--- config.mk ---
export PLATFORM = sky130hd
export DESIGN_NAME = biriscv_bpred
export DESIGN_NICKNAME = d
export VERILOG_FILES = /design/src/rtl/biriscv_bpred_pkg.sv /design/src/rtl/biriscv_bpred_ras.sv /design/src/rtl/biriscv_bpred.sv
export SDC_FILE = /design/constraint.sdc
export NUM_CORES = 2
export LEC_CHECK = 0
export BUFFER_PORTS_ARGS = -buffer_cell sky130_fd_sc_hd__buf_2
export CAP_MARGIN = 20
export CORE_MARGIN = 2
export CORE_UTILIZATION = 52
export DETAILED_ROUTE_END_ITERATION = 10
export PLACE_DENSITY = 0.81
export SLEW_MARGIN = 25
export SYNTH_ARGS = -nofsm -noshare
export SYNTH_HDL_FRONTEND = slang
export SYNTH_HIERARCHICAL = 1
export SYNTH_SLANG_ARGS = --single-unit
export TNS_END_PERCENT = 1
--- constraint.sdc ---
create_clock -name clk_i -period 8.75 [get_ports clk_i]
set_input_delay 1.75 -clock clk_i [delete_from_list [all_inputs] [get_ports clk_i]]
set_output_delay 1.75 -clock clk_i [all_outputs]
set_load 0.01 [all_outputs]
--- src/rtl/biriscv_bpred_pkg.sv ---
// rtl/biriscv_bpred_pkg.sv - branch type encodings and counter constants for the branch predictor
package biriscv_bpred_defs;

    localparam logic [1:0] BR_TYPE_COND = 2'd0;
    localparam logic [1:0] BR_TYPE_JMP  = 2'd1;
    localparam logic [1:0] BR_TYPE_CALL = 2'd2;
    localparam logic [1:0] BR_TYPE_RET  = 2'd3;

    localparam logic [1:0] CTR_ALLOC = 2'b10;
    localparam logic [1:0] CTR_MAX   = 2'b11;

    // Call outranks ret, ret outranks jmp when several flags are raised together.
    function automatic logic [1:0] br_type_encode(input logic is_call,
                                                  input logic is_ret,
                                                  input logic is_jmp);
        if (is_call)
            return BR_TYPE_CALL;
        else if (is_ret)
            return BR_TYPE_RET;
        else if (is_jmp)
            return BR_TYPE_JMP;
        else
            return BR_TYPE_COND;
    endfunction

endpackage

--- src/rtl/biriscv_bpred_ras.sv ---
// rtl/biriscv_bpred_ras.sv - circular return address stack updated at branch resolution
module biriscv_bpred_ras #(
    parameter int NUM_RAS_ENTRIES = 8
) (
    input  logic        i_clk,
    input  logic        i_rst,
    input  logic        i_push,
    input  logic        i_pop,
    input  logic [31:0] i_push_pc,
    output logic [31:0] o_top_pc,
    output logic        o_valid
);

    localparam int PTR_W = $clog2(NUM_RAS_ENTRIES);
    localparam int CNT_W = PTR_W + 1;

    logic [31:0]      r_stack [NUM_RAS_ENTRIES];
    logic [PTR_W-1:0] r_top;
    logic [CNT_W-1:0] r_count;
    logic [PTR_W-1:0] w_top_inc;

    assign w_top_inc = r_top + 1'b1;

    // r_top indexes the live top entry; an overflowing push silently reuses the oldest slot.
    always_ff @(posedge i_clk) begin
        if (i_rst) begin
            r_top   <= '0;
            r_count <= '0;
        end else if (i_push) begin
            r_stack[w_top_inc] <= i_push_pc;
            r_top              <= w_top_inc;
            if (r_count != CNT_W'(NUM_RAS_ENTRIES))
                r_count <= r_count + 1'b1;
        end else if (i_pop && (r_count != '0)) begin
            r_top   <= r_top - 1'b1;
            r_count <= r_count - 1'b1;
        end
    end

    assign o_top_pc = r_stack[r_top];
    assign o_valid  = (r_count != '0);

endmodule

--- src/rtl/biriscv_bpred.sv ---
// rtl/biriscv_bpred.sv - fetch-stage branch predictor: fully-associative BTB with 2-bit counters plus RAS
module biriscv_bpred
    import biriscv_bpred_defs::*;
#(
    parameter int NUM_BTB_ENTRIES = 8,
    parameter int NUM_RAS_ENTRIES = 8
) (
    input  logic        clk_i,
    input  logic        rst_i,
    input  logic [31:0] pc_f_i,
    input  logic        branch_request_i,
    input  logic        branch_is_taken_i,
    input  logic        branch_is_not_taken_i,
    input  logic [31:0] branch_source_i,
    input  logic [31:0] branch_pc_i,
    input  logic        branch_is_call_i,
    input  logic        branch_is_ret_i,
    input  logic        branch_is_jmp_i,
    output logic [31:0] next_pc_f_o,
    output logic        next_taken_f_o
);

    localparam int IDX_W = $clog2(NUM_BTB_ENTRIES);

    logic             r_valid  [NUM_BTB_ENTRIES];
    logic [29:0]      r_tag    [NUM_BTB_ENTRIES];
    logic [31:0]      r_target [NUM_BTB_ENTRIES];
    logic [1:0]       r_type   [NUM_BTB_ENTRIES];
    logic [1:0]       r_ctr    [NUM_BTB_ENTRIES];
    logic [IDX_W-1:0] r_repl_ptr;

    logic             w_hit;
    logic [IDX_W-1:0] w_hit_idx;
    logic             w_upd_hit;
    logic [IDX_W-1:0] w_upd_idx;
    logic             w_free;
    logic [IDX_W-1:0] w_free_idx;
    logic [IDX_W-1:0] w_alloc_idx;
    logic [1:0]       w_hit_type;
    logic             w_pred_taken;
    logic [31:0]      w_pred_target;
    logic             w_res_taken;
    logic             w_res_not_taken;
    logic [1:0]       w_upd_type;
    logic             w_ras_push;
    logic             w_ras_pop;
    logic [31:0]      w_ras_top;
    logic             w_ras_valid;

    // Fetch lookup, resolution lookup and lowest free slot are independent CAM searches.
    always_comb begin
        w_hit      = 1'b0;
        w_hit_idx  = '0;
        w_upd_hit  = 1'b0;
        w_upd_idx  = '0;
        w_free     = 1'b0;
        w_free_idx = '0;
        for (int i = 0; i < NUM_BTB_ENTRIES; i++) begin
            if (r_valid[i] && (r_tag[i] == pc_f_i[31:2])) begin
                w_hit     = 1'b1;
                w_hit_idx = IDX_W'(i);
            end
            if (r_valid[i] && (r_tag[i] == branch_source_i[31:2])) begin
                w_upd_hit = 1'b1;
                w_upd_idx = IDX_W'(i);
            end
        end
        for (int i = NUM_BTB_ENTRIES - 1; i >= 0; i--) begin
            if (!r_valid[i]) begin
                w_free     = 1'b1;
                w_free_idx = IDX_W'(i);
            end
        end
    end

    assign w_hit_type    = r_type[w_hit_idx];
    assign w_pred_taken  = w_hit && ((w_hit_type != BR_TYPE_COND) || r_ctr[w_hit_idx][1]);
    assign w_pred_target = ((w_hit_type == BR_TYPE_RET) && w_ras_valid) ? w_ras_top
                                                                          : r_target[w_hit_idx];

    assign next_pc_f_o    = w_pred_taken ? w_pred_target : (pc_f_i + 32'd4);
    assign next_taken_f_o = w_pred_taken;

    assign w_res_taken     = branch_request_i & branch_is_taken_i;
    assign w_res_not_taken = branch_request_i & ~branch_is_taken_i & branch_is_not_taken_i;
    assign w_upd_type      = br_type_encode(branch_is_call_i, branch_is_ret_i, branch_is_jmp_i);
    assign w_alloc_idx     = w_free ? w_free_idx : r_repl_ptr;

    always_ff @(posedge clk_i) begin
        if (rst_i) begin
            for (int i = 0; i < NUM_BTB_ENTRIES; i++)
                r_valid[i] <= 1'b0;
            r_repl_ptr <= '0;
        end else if (w_res_taken) begin
            if (w_upd_hit) begin
                if (r_ctr[w_upd_idx] != CTR_MAX)
                    r_ctr[w_upd_idx] <= r_ctr[w_upd_idx] + 2'd1;
                r_target[w_upd_idx] <= branch_pc_i;
                r_type[w_upd_idx]   <= w_upd_type;
            end else begin
                r_valid[w_alloc_idx]  <= 1'b1;
                r_tag[w_alloc_idx]    <= branch_source_i[31:2];
                r_target[w_alloc_idx] <= branch_pc_i;
                r_type[w_alloc_idx]   <= w_upd_type;
                r_ctr[w_alloc_idx]    <= CTR_ALLOC;
                if (!w_free)
                    r_repl_ptr <= r_repl_ptr + 1'b1;
            end
        end else if (w_res_not_taken && w_upd_hit) begin
            if (r_ctr[w_upd_idx] != 2'd0)
                r_ctr[w_upd_idx] <= r_ctr[w_upd_idx] - 2'd1;
        end
    end

    assign w_ras_push = branch_request_i & branch_is_call_i;
    assign w_ras_pop  = branch_request_i & branch_is_ret_i & ~branch_is_call_i;

    biriscv_bpred_ras #(
        .NUM_RAS_ENTRIES(NUM_RAS_ENTRIES)
    ) u_ras (
        .i_clk    (clk_i),
        .i_rst    (rst_i),
        .i_push   (w_ras_push),
        .i_pop    (w_ras_pop),
        .i_push_pc(branch_source_i + 32'd4),
        .o_top_pc (w_ras_top),
        .o_valid  (w_ras_valid)
    );

endmodule
# Word level (Yosys, flattened, before mapping)

Memory sizes are Yosys's and may differ from the RTL's. A register that Yosys moved wholly into a read port is not among the register bits.
Cells that the tools add are included.

Register bits after elaboration: 10
Memory bits (writable): 792
Bits of input ports: 104
Output and inout bits: 33
Word-level logic and storage cells: 175
Memories: 6

Memory list:

| name          | depth | bits a word | read ports | clocked after memory_dff | write ports | line                    | text |
|---|---|---|---|---|---|---|---|
| r_target      | 8     | 32          | 1          | 0                        | 1           | biriscv_bpred.sv:27     | `logic [31:0] r_target [NUM_BTB_ENTRIES];` |
| u_ras.r_stack | 8     | 32          | 1          | 1                        | 1           | biriscv_bpred_ras.sv:17 | `logic [31:0] r_stack [NUM_RAS_ENTRIES];` |
| r_tag         | 8     | 30          | 8          | 0                        | 1           | biriscv_bpred.sv:26     | `logic [29:0] r_tag [NUM_BTB_ENTRIES];` |
| r_ctr         | 8     | 2           | 2          | 0                        | 1           | biriscv_bpred.sv:29     | `logic [1:0] r_ctr [NUM_BTB_ENTRIES];` |
| r_type        | 8     | 2           | 1          | 0                        | 1           | biriscv_bpred.sv:28     | `logic [1:0] r_type [NUM_BTB_ENTRIES];` |
| r_valid       | 8     | 1           | 8          | 0                        | 8           | biriscv_bpred.sv:25     | `logic r_valid [NUM_BTB_ENTRIES];` |

$add $sub $neg: 9
Equal/unequal tests: 20
Mux-type cells: 95
Bitwise gates (word level): 11
Reductions and logical operators: 31

Operators by type and width:

| cell                                              | count |
|---|---|
| equality test 30 bit                              | 16 |
| 2-to-1 mux 32 bit                                 | 3 |
| 2-to-1 mux 3 bit                                  | 29 |
| adder 32 x 3 -> 32 bit (second input constant)    | 2 |
| 2-to-1 mux 1 bit                                  | 55 |
| OR reduction 32 bit                               | 1 |
| logical AND 1 bit                                 | 20 |
| 2-to-1 mux 4 bit                                  | 3 |
| 2-to-1 mux 2 bit                                  | 5 |
| adder 3 x 1 -> 3 bit (second input constant)      | 2 |
| AND 1 bit                                         | 6 |
| nonzero test 2 bit                                | 3 |
| adder 4 x 1 -> 4 bit (second input constant)      | 1 |
| inequality test 2 bit (second input constant)     | 2 |
| inequality test 4 bit (second input constant)     | 1 |
| inverter 1 bit                                    | 4 |
| nonzero test 4 bit                                | 1 |
| OR reduction 2 bit                                | 2 |
| subtractor 4 x 1 -> 4 bit (second input constant) | 1 |
| AND reduction 3 bit                               | 1 |
| subtractor 3 x 1 -> 3 bit (second input constant) | 1 |
| adder 2 x 1 -> 2 bit (second input constant)      | 1 |
| equality test 2 bit (second input constant)       | 1 |
| AND reduction 2 bit                               | 1 |
| other kinds (4)                                   | 4 |

# Longest topological paths before layout

An unclocked memory read counts as a cell.

Depth after elaboration: 19
Mapped depth: 18

# Modules after synthesis

Netlist, hierarchy kept.

Modules (own cells, without submodules):

| module            | times used | cells an instance | area an instance (um^2) |
|---|---|---|---|
| biriscv_bpred     | 1          | 2065              | 27555.2 |
| biriscv_bpred_ras | 1          | 439               | 10372.4 |

# Least setup slack after synthesis

No wires, ideal clock.

Kind: input -> register
Start: in branch_source_i[13]
End: mem r_target[0][0], enable pin
Setup time: 0.467 ns
Arrival time: 6.555 ns
Data required time: 8.283 ns
Path slack: 1.727 ns
Cell stages on the path: 14
Buffers on the path: 2
Path through: buf_2 > xnor2_1 > nand4_1 > or4_1 > nor4_2 > nor4b_1 > nand2b_1 > nor2_1 > nand2_1 > or2_2 > clkbuf_1 > nor2b_1 > nand2_1 > nor3_1

Longest elaborated chain between the ends: 16

Ends and longest elaborated chain:

| item                                                                  | line                 | text |
|---|---|---|
| start, declared                                                       | biriscv_bpred.sv:14  | `input logic [31:0] branch_source_i,` |
| equality test 30 bit                                                  | biriscv_bpred.sv:63  | `if (r_valid[i] && (r_tag[i] == branch_source_i[31:2])) begin` |
| logical AND 1 bit                                                     | biriscv_bpred.sv:63  |  |
| 2-to-1 mux 1 bit (8 in a row)                                         | biriscv_bpred.sv:63  |  |
| 2-to-1 mux 1 bit                                                      | biriscv_bpred.sv:95  | `if (w_upd_hit) begin` |
| 2-to-1 mux 1 bit                                                      | biriscv_bpred.sv:94  | `end else if (w_res_taken) begin` |
| 2-to-1 mux 1 bit                                                      | biriscv_bpred.sv:90  | `if (rst_i) begin` |
| 2-to-1 mux 1 bit (implied by the code)                                | biriscv_bpred.sv:103 | `r_target[w_alloc_idx] <= branch_pc_i;` |
| OR reduction 32 bit (no source line)                                  | -                    |  |
| 2-to-1 mux 3 bit (no source line) or 2-to-1 mux 1 bit (tied branches) | -                    |  |
| end, declared                                                         | biriscv_bpred.sv:27  |  |

Several ways; a longest one is shown, not always the timed one.

# Worst setup path in the final report

Start: in pc_f_i[3]
End: out next_pc_f_o[26]

Longest elaborated chain between the ends: 14

Ends and longest elaborated chain:

| item                                                      | line                                     | text |
|---|---|---|
| start, declared                                           | biriscv_bpred.sv:10                      | `input logic [31:0] pc_f_i,` |
| equality test 30 bit                                      | biriscv_bpred.sv:59                      | `if (r_valid[i] && (r_tag[i] == pc_f_i[31:2])) begin` |
| logical AND 1 bit                                         | biriscv_bpred.sv:59                      |  |
| 2-to-1 mux 1 bit                                          | biriscv_bpred.sv:59                      |  |
| 2-to-1 mux 3 bit (6 in a row)                             | biriscv_bpred.sv:59                      |  |
| memory (8 x 2 bit)                                        | -                                        |  |
| equality test 2 bit or nonzero test 2 bit (tied branches) | biriscv_bpred.sv:78, biriscv_bpred.sv:77 |  |
| logical AND 1 bit or logical OR 1 bit (tied branches)     | biriscv_bpred.sv:78, biriscv_bpred.sv:77 |  |
| 2-to-1 mux 32 bit or logical AND 1 bit (tied branches)    | biriscv_bpred.sv:78, biriscv_bpred.sv:77 |  |
| 2-to-1 mux 32 bit *                                       | biriscv_bpred.sv:81                      | `assign next_pc_f_o = w_pred_taken ? w_pred_target : (pc_f_i + 32'd4);` |
| end, declared                                             | biriscv_bpred.sv:19                      | `output logic [31:0] next_pc_f_o,` |

Mark *: on every way between the ends. The rest lies on a longest branch, timed or not.

==> out/metrics.yaml <==
place:
  gp_congestion: 0.977
  place_hpwl_microns: 72700
  io_buffers: 136
  place_area_sq_um: 39900
pwr:
  power_per_cell_area_nw_per_um2: 200
  p_leak_nw: 14.3
  ir_worst_vdd_mv: 0.173
worst_setup_path:
  path_buf_inv: 3
  max_stage_delay_ns: 0.69
  worst-endpoint-arrival_ns: 6.60
  path_max_fanout: 132
  crit_type: "in -> out"
  slowest_stage: "nor4_2"
  crit_top_cell: "mux2i_1"
  cp_cell_sequence: "buf_2, xnor2_1, nand4_1, or4_1, nor4_2, a311o_1, a31o_4, buf_12, mux2i_1, mux2_2, o21ai_0, mux2i_1, mux2i_1, buf_2"
  critPathCaptureType: "output pin"
  crit_family: "simple AND/OR/NAND/NOR gates"
  startpoint_type: "input pin"
  required_ns: 7.00
timing:
  maxSlewHeadroom_pct: 26.0
  fin_crit_sh_pct: 95.4
  fin_skew_ns: 0.0472
  finalSetupViolations: 0
  whs_ns: 0.516
  slew_violations: 0
  tightest_slew_ns: 1.10
  max_freq_mhz: 120
  post-route-min-period_ns: 8.35
  rsz0062_at_grt: "false"
  tns_ns: 0
  hold_violations: 0
outcome:
  outcome: "completed"
global_routing:
  grt_usage_pct: 29.1
  antenna_found_initial: 4
  overflow: 0
  grt_first_pass_wirelength_microns: 158000
  grt_pass1_vias: 23155
  grt_max_degree: 133
final_layout:
  mostFrequentLayoutCells: "784 x edfxtp_1, 407 x xnor2_1, 150 x mux2i_1"
  final_common_cell: "edfxtp_1"
  drive_above_1_share_pct: 19.9
  syn2layout_area_growth_pct: 12.6
  design_area_sq_um: 42700
  num-nets-final: 2799
  fin_util_pct: 58.8
  n_fill_cell: 5421
synthesis:
  ys_seq_elements: 805
  synthArstFlopShare_pct: 0
  yosysSeqAreaShare_pct: 63.2
  synth_top_area_share_pct: 62.1
  synth_ff_type: "edfxtp_1"
  synthCells: 2504
  synth_top_cells_by_area: "edfxtp_1 62%, xnor2_1 9.4%, mux2i_1 4.0%, xor2_1 3.2%, mux2_2 2.6%"
  avgSynthCellArea_sq_um: 15.1
  synth_warnings: 6
  synth_area_sq_um: 37900
  synthesis.nets: 2616
  yosys.area.top_type: "edfxtp_1"
  synth-edff-count: 784
  ys_types: 77
die:
  rows: 99
  die_y_microns: 274
  die_w_microns: 274
  start_util_pct: 52.3
  die_area_sq_um: 75100
  fp.coreArea_sq_um: 72600
  ios: 137
flow_run:
  maxCapViolCount: 0
drt:
  route.vias.total: 23733
  ant_nets: 0
  wl_per_cell_microns: 29.7
  routed_wl_microns: 110000
  drtPass1Iterations: 6
  met3_length_microns: 11300
  m1WireLength_microns: 43300
  drc: 0
  drt_iter0_drc: 3196
  top_layer_used: "met5"
  wl_met2_microns: 50500
  via_per_inst: 6.38
hold_path:
  min_path_type: "reg -> reg"
cts:
  ctsHtreeMaxLevel: 3
  post-cts-setup-buffers: 0
  clockBufferDepth: 3
  clkSinkCount: 805
  cts_root_buffer: "clkbuf_16"
  clkTransAtPathRegs_ns: 0.06
  clock_latency_ns: 0.66
  cts.repair.resized: 0
  cts_tree: "done"
  cts_hold_buf: 0
  cts_made_buffers: 82
==> path summary, 6_finish.rpt <==
path | from | endpoint | slack, ns | cells after the start
setup / recovery | pc_f_i[3] | next_pc_f_o[26] | 0.40 | 14
hold / removal | r_repl_ptr[2]$_SDFFE_PP0P_ | r_repl_ptr[2]$_SDFFE_PP0P_ | 0.52 | 2
setup reg to reg | r_tag[5][13]$_DFFE_PP_ | r_target[4][15]$_DFFE_PP_ | 3.70 | 13
hold reg to reg | r_repl_ptr[2]$_SDFFE_PP0P_ | r_repl_ptr[2]$_SDFFE_PP0P_ | 0.52 | 2
==> area by class of cell <==
class                      instances  area, sq um  share of cell area, %
tap                              959         1200                   2.81
clock buffer                      98         2220                   5.19
antenna                            3         7.51                 0.0176
inverter                          19         71.3                  0.167
multi-input combinational       1553        13300                   31.1
sequential                       805        24000                   56.1
timing repair buffer             226         1410                   3.30
clock inverter                    56          536                   1.25
==> per-layer routing <==
layer | GRT usage (%) | up-vias
met5 | 0 | -
met1 | 39.4 | 11910
met3 | 6.44 | 309
met2 | 45.0 | 1569
li1 | - | 9941
met4 | 13.5 | 4
==> synth_stat cells, types with 30 or more instances <==
cell,n
xor2_1,137
edfxtp_1,784
nand3_1,37
mux2i_1,150
o21ai_0,64
mux4_2,37
buf_2,67
o211ai_1,30
mux2_2,87
nor2_1,60
nor4_1,57
nand2_1,118
xnor2_1,407
nand4_1,146
==> report_power, final <==
group          total (mW)  switching [mW]  internal, mW
registers            4.29          0.0209          4.26
logic               0.668           0.421         0.247
clock network        3.58            1.52          2.06
==> per-stage QoR <==
stage               total power [mW]  instances  setup WS, ns
CTS                             8.54       3714         0.477
floorplan                       4.76       2504          1.73
global route                    8.72       3716         0.258
global placement                4.99       3560         0.672
finish                          8.53       3719         0.401
detailed placement              5.01       3560         0.541
==> tightest hold or removal path: stages, from the launching register on <==
cell and delay [ns]:
dfxtp_1 0.32, o21ai_0 0.08, a21oi_1 0.06
==> flip-flops by register name (all words and copies together) (netlist names), 4 cells and up, named ones only <==
register	flops
u_ras/r_count	4
u_ras/r_stack	256
r_valid	8
r_ctr	16
r_target	256
r_tag	240
r_type	16
==> cells by family (layout without fill, tap and decap cells) <==
| logic type | count (synthesis) | count (layout) | share of synthesized area [%] |
|---|---|---|---|
| fa+ha+maj | 8 | 8 | 0.284 |
| other cells | 0 | 3 | 0 |
| compound gates | 160 | 160 | 2.83 |
| buf+inv | 146 | 399 | 2.22 |
| simple gates | 521 | 521 | 7.55 |
| xor+xnor | 547 | 547 | 12.7 |
| flops | 805 | 805 | 63.2 |
| mux | 317 | 317 | 11.2 |
No activity file was read; power rests on OpenSTA's default activity.
